--- src/rtl/control_dispensador.sv ---
// Beverage dispenser sequencer: latches the menu selection on an act2 rising edge,
// then runs cup drop, pour, mix and ready phases with cup supervision and CLC abort.
module control_dispensador #(
  parameter int unsigned T_CUP  = 4,
  parameter int unsigned T_POUR = 8,
  parameter int unsigned T_MIX  = 6,
  parameter int unsigned CW     = 8
) (
  input  logic       clk,
  input  logic       reset,
  input  logic       act2,
  input  logic       B1,
  input  logic       B2,
  input  logic       B3,
  input  logic       B4,
  input  logic       CLC,
  input  logic       sensor_vaso,
  output logic       vaso,
  output logic       bomba,
  output logic [3:0] valvula,
  output logic       mezclador,
  output logic       ocupado,
  output logic       listo,
  output logic       error
);

  localparam int unsigned SW = 4;
  localparam logic [CW-1:0] LD_CUP  = CW'(T_CUP - 1);
  localparam logic [CW-1:0] LD_POUR = CW'(T_POUR - 1);
  localparam logic [CW-1:0] LD_MIX  = CW'(T_MIX - 1);

  typedef enum logic [2:0] {
    S_IDLE = 3'd0,
    S_CUP  = 3'd1,
    S_POUR = 3'd2,
    S_MIX  = 3'd3,
    S_DONE = 3'd4,
    S_ERR  = 3'd5
  } state_t;

  state_t        state, state_d;
  logic [SW-1:0] sel, sel_d;
  logic [CW-1:0] cnt, cnt_d;
  logic          act2_q;
  logic [SW-1:0] b_in_c;
  logic          start_c;
  logic          onehot_c;
  logic          cnt_zero_c;

  assign b_in_c     = {B4, B3, B2, B1};
  assign start_c    = act2 & ~act2_q;
  assign onehot_c   = (b_in_c != '0) && ((b_in_c & (b_in_c - SW'(1))) == '0);
  assign cnt_zero_c = (cnt == '0);

  // Next-state, selection latch and phase counter; CLC outranks expiry and cup faults.
  always_comb begin
    state_d = state;
    sel_d   = sel;
    cnt_d   = cnt;
    case (state)
      S_IDLE: begin
        if (start_c) begin
          sel_d = b_in_c;
          if (onehot_c) begin
            state_d = S_CUP;
            cnt_d   = LD_CUP;
          end else begin
            state_d = S_ERR;
          end
        end
      end
      S_CUP: begin
        if (CLC) begin
          state_d = S_IDLE;
        end else if (cnt_zero_c) begin
          if (sensor_vaso) begin
            state_d = S_POUR;
            cnt_d   = LD_POUR;
          end else begin
            state_d = S_ERR;
          end
        end else begin
          cnt_d = cnt - CW'(1);
        end
      end
      S_POUR: begin
        if (CLC) begin
          state_d = S_IDLE;
        end else if (!sensor_vaso) begin
          state_d = S_ERR;
        end else if (cnt_zero_c) begin
          state_d = S_MIX;
          cnt_d   = LD_MIX;
        end else begin
          cnt_d = cnt - CW'(1);
        end
      end
      S_MIX: begin
        if (CLC) begin
          state_d = S_IDLE;
        end else if (!sensor_vaso) begin
          state_d = S_ERR;
        end else if (cnt_zero_c) begin
          state_d = S_DONE;
        end else begin
          cnt_d = cnt - CW'(1);
        end
      end
      S_DONE, S_ERR: begin
        if (CLC) state_d = S_IDLE;
      end
      default: state_d = S_IDLE;
    endcase
  end

  // State, edge detector and registered Moore outputs decoded from the next state.
  always_ff @(posedge clk or negedge reset) begin
    if (!reset) begin
      state     <= S_IDLE;
      sel       <= '0;
      cnt       <= '0;
      act2_q    <= 1'b0;
      vaso      <= 1'b0;
      bomba     <= 1'b0;
      valvula   <= '0;
      mezclador <= 1'b0;
      ocupado   <= 1'b0;
      listo     <= 1'b0;
      error     <= 1'b0;
    end else begin
      state     <= state_d;
      sel       <= sel_d;
      cnt       <= cnt_d;
      act2_q    <= act2;
      vaso      <= (state_d == S_CUP);
      bomba     <= (state_d == S_POUR);
      valvula   <= (state_d == S_POUR) ? sel_d : '0;
      mezclador <= (state_d == S_MIX);
      ocupado   <= (state_d == S_CUP) || (state_d == S_POUR) || (state_d == S_MIX);
      listo     <= (state_d == S_DONE);
      error     <= (state_d == S_ERR);
    end
  end

endmodule

--- config.mk ---
export PLATFORM = sky130hd
export DESIGN_NAME = control_dispensador
export DESIGN_NICKNAME = d
export VERILOG_FILES = /design/src/rtl/control_dispensador.sv
export SDC_FILE = /design/constraint.sdc
export NUM_CORES = 1
export LEC_CHECK = 0
export BUFFER_PORTS_ARGS = -buffer_cell sky130_fd_sc_hd__buf_2
export CAP_MARGIN = 40
export CORE_UTILIZATION = 40
export DETAILED_ROUTE_END_ITERATION = 10
export GPL_TIMING_DRIVEN = 0
export MAX_ROUTING_LAYER = met4
export PLACE_DENSITY = 0.68
export SYNTH_ARGS = -nofsm -noshare
export SYNTH_HDL_FRONTEND = slang
export SYNTH_SLANG_ARGS = --single-unit
--- constraint.sdc ---
create_clock -name clk -period 2.6 [get_ports clk]
set_input_delay 0 -clock clk [delete_from_list [all_inputs] [get_ports clk]]
set_output_delay 0 -clock clk [all_outputs]
set_load 0.05 [all_outputs]
==> results.tsv <==
metric	value	unit
status	complete, no violations	
area growth from synthesis to layout	27.56	%
first-pass GRT wire length	5.002	mm
crit path max fanout	6	
# clock sinks	26	
relative slew slack	54.47	%
skew final	0.002012	ns
via count of the first global-routing pass	1136	
Yosys reg bits	26	
Filler cells	302	
LEAKAGE	0.0008448	uW
Port Buffer Count	18	
vias	1214	
antenna violations before repair	0	
power per cell area	555.5	nW/um^2
I/O pin count	19	
largest net degree at the start of global routing	27	
Non-Filler Instances	229	
RSZ-0062 raised after global routing	true	
Reg area	651.9	sq um
Post-DRT Antenna Nets	0	
worst r2r src	cnt[0]	
TritonCTS Buffers	3	
Final setup viols	0	
Overflow after GRT	0	
die area	3747	sq um
placed instance count	208	
Async S/R FF share, synth	100.0	%
CP startpoint kind	flop	
TritonRoute pass-1 iters	4	
Synth area leader	dfrtp_1	
worst skew pair latency	0.33	ns
Core Area	3337	sq um
drc violations	0	
Synth Warn #	0	
initial cell density of the core	42.03	%
post-synthesis cell count	144	
Synth top area share	46.39	%
Die Wd	61.22	microns
Post-synth top cells	dfrtp_1 (26), nand2_1 (14), nor2_1 (12), inv_1 (8)	
H-tree levels	1	
routability cong.	0.8686	
most common flop cell mapped by yosys	dfrtp_1	
DP Wirelength	2.044	mm
crit path time final	2.579	ns
final WL	3.227	mm
finished layout cell area	1789	sq um
Worst Path Required	2.83	ns
nets	195	
Area after DPL	1550	sq um
Post-Syn Area per Cell	9.740	sq um
vias per cell	5.301	
Multi-input gate area	720.7	sq um
setup_tns	0	ns
crit share post-route	99.18	%
Routed WL per cell	14.09	microns
sequential-to-total area share from yosys stat	46.39	%
Slew @ Worst Pin	0.6829	ns
final hold vios	0	
Max rail drop VDD	0.0004112	V
Hold Path Origin	CLC	
endpoint class of the critical path	flop	
Global Route Usage Sum	18.99	%
hold crit path type	in -> reg	
Root Buffer	clkbuf_4	
Die H	61.22	microns
Worst-path clk slew	0.15	ns
# rows	21	
max-cap violation count	0	
synthesized net count	155	
unique cell type count in the Yosys netlist	49	
Starting DRT DRC Count	46	
R2R setup slack	0.02	ns
crit path kind	reg -> reg	
EDFF count, synth	0	
CTS tree	yes	
layout cells sized above 1	30.05	%
critical path data arrival time	2.81	ns
top-count cell post-synth	dfrtp_1	
Max Freq	387.8	MHz
CP startpoint	cnt[0]	
Clock Path Buffers	2	
max-slew violation count	0	
Synth area leaders	dfrtp_1 (46%), nand2_1 (3.7%), mux2_2 (3.2%), nor2_1 (3.2%), nand3_1 (2.5%)	
ANT cells	0	
Synth Cell Area	1403	sq um
==> cells in the final DEF, fill, tap and decap left out, drive strengths merged, types with 2 or more instances in the layout <==
| cell | synthesis | routed |
|---|---|---|
| mux2 | 4 | 4 |
| xor2 | 2 | 2 |
| o31ai | 2 | 2 |
| and3 | 5 | 5 |
| nor2 | 13 | 13 |
| buf | 3 | 32 |
| nor2b | 4 | 4 |
| nand3 | 7 | 7 |
| ha | 2 | 2 |
| nor3 | 7 | 7 |
| o2bb2ai | 2 | 2 |
| a32o | 2 | 2 |
| nand2b | 2 | 2 |
| inv | 8 | 8 |
| dlygate4sd3 | 0 | 6 |
| nand2 | 15 | 15 |
| clkbuf | 5 | 8 |
| o21ai | 5 | 5 |
| a21oi | 6 | 6 |
| or3 | 2 | 2 |
| dfrtp | 26 | 26 |
| or4b | 3 | 3 |
==> metrics by stage <==
step | setup WS, ns | hold slack [ns] | power (uW) | util (%)
2_1_floorplan | 0.01275 | -0.2956 | 604.1 | -
3_3_place_gp | -0.2374 | 0.02359 | 655.0 | 46.46
3_5_place_dp | -0.2585 | 0.03144 | 659.0 | 46.46
4_1_cts | 0.01335 | 0.1162 | 962.7 | 51.59
5_1_grt | -0.03655 | 0.1515 | 1034 | 53.62
6_report | 0.02143 | 0.1453 | 993.8 | 53.62
==> metal layers <==
layer  track usage [%]  part of all wire, %  vias to the layer above
met5                 -                    0                        -
met4             11.69                  2.2                        0
met3             2.731                  3.9                        8
met2             28.57                   47                       34
met1             24.07                   47                      575
li1                  -                    -                      597
==> worst max-delay path, stage by stage, from the launching register on <==
cell and delay [ns]:
dfrtp_1 0.44, inv_2 0.10, ha_4 0.13, or4b_4 0.45, buf_6 0.15, or3_4 0.33
a21oi_4 0.17, or3b_4 0.15, buf_6 0.13, nand2_8 0.07, a221o_1 0.35
==> power breakdown <==
part | switching, uW | total, uW | leakage (uW) | internal (uW)
sequential | 13.9 | 453 | 0.000337 | 439
clock | 128 | 284 | 0.0000279 | 156
combinational | 151 | 257 | 0.000480 | 105
==> logic make-up after synthesis <==
family | after synthesis | share of synthesized area [%]
AND/OR/NAND/NOR | 64 | 25.69
flip-flops | 26 | 46.39
buffers and inverters | 16 | 4.906
AO/OA/AOI/OAI | 29 | 16.06
XOR/XNOR | 2 | 1.249
multiplexers | 5 | 3.925
adder cells (fa/ha/maj) | 2 | 1.784
==> area by class of cell <==
| type | count | share of cell area [%] |
|---|---|---|
| inverter | 8 | 1.678 |
| multi-input combinational | 102 | 40.28 |
| buffer | 8 | 2.587 |
| timing repair buffer | 35 | 12.87 |
| tap | 46 | 3.217 |
| sequential | 26 | 36.43 |
| clock inverter | 1 | 1.678 |
| clock buffer | 3 | 1.259 |
==> sequential cells by signal, summed over array words and instances, names as in the netlist <==
signal and flops:
bomba 1, cnt 8, listo 1, state 3
error 1, act2_q 1, valvula 4, vaso 1
sel 4, ocupado 1, mezclador 1
==> timing repair <==
item / CTS / global route
endpoints found under the setup margin: 8 / 9
resized for setup: 8 / 6
cloned: 1 / 0
endpoints found under the hold margin: 31 / 0
pin swaps: 4 / 5
hold buffers: 6 / 0
buffers inserted: 5 / 5
==> path summary, 6_finish.rpt <==
path / to / cells past startpoint
min in group asynchronous: cnt[5] / 2
max in group asynchronous: cnt[2] / 2
min reg2reg: sel[2] / 1
max: cnt[6] / 10
max reg2reg: cnt[6] / 10
min: listo / 4
Power figures use the tool's default switching activity.
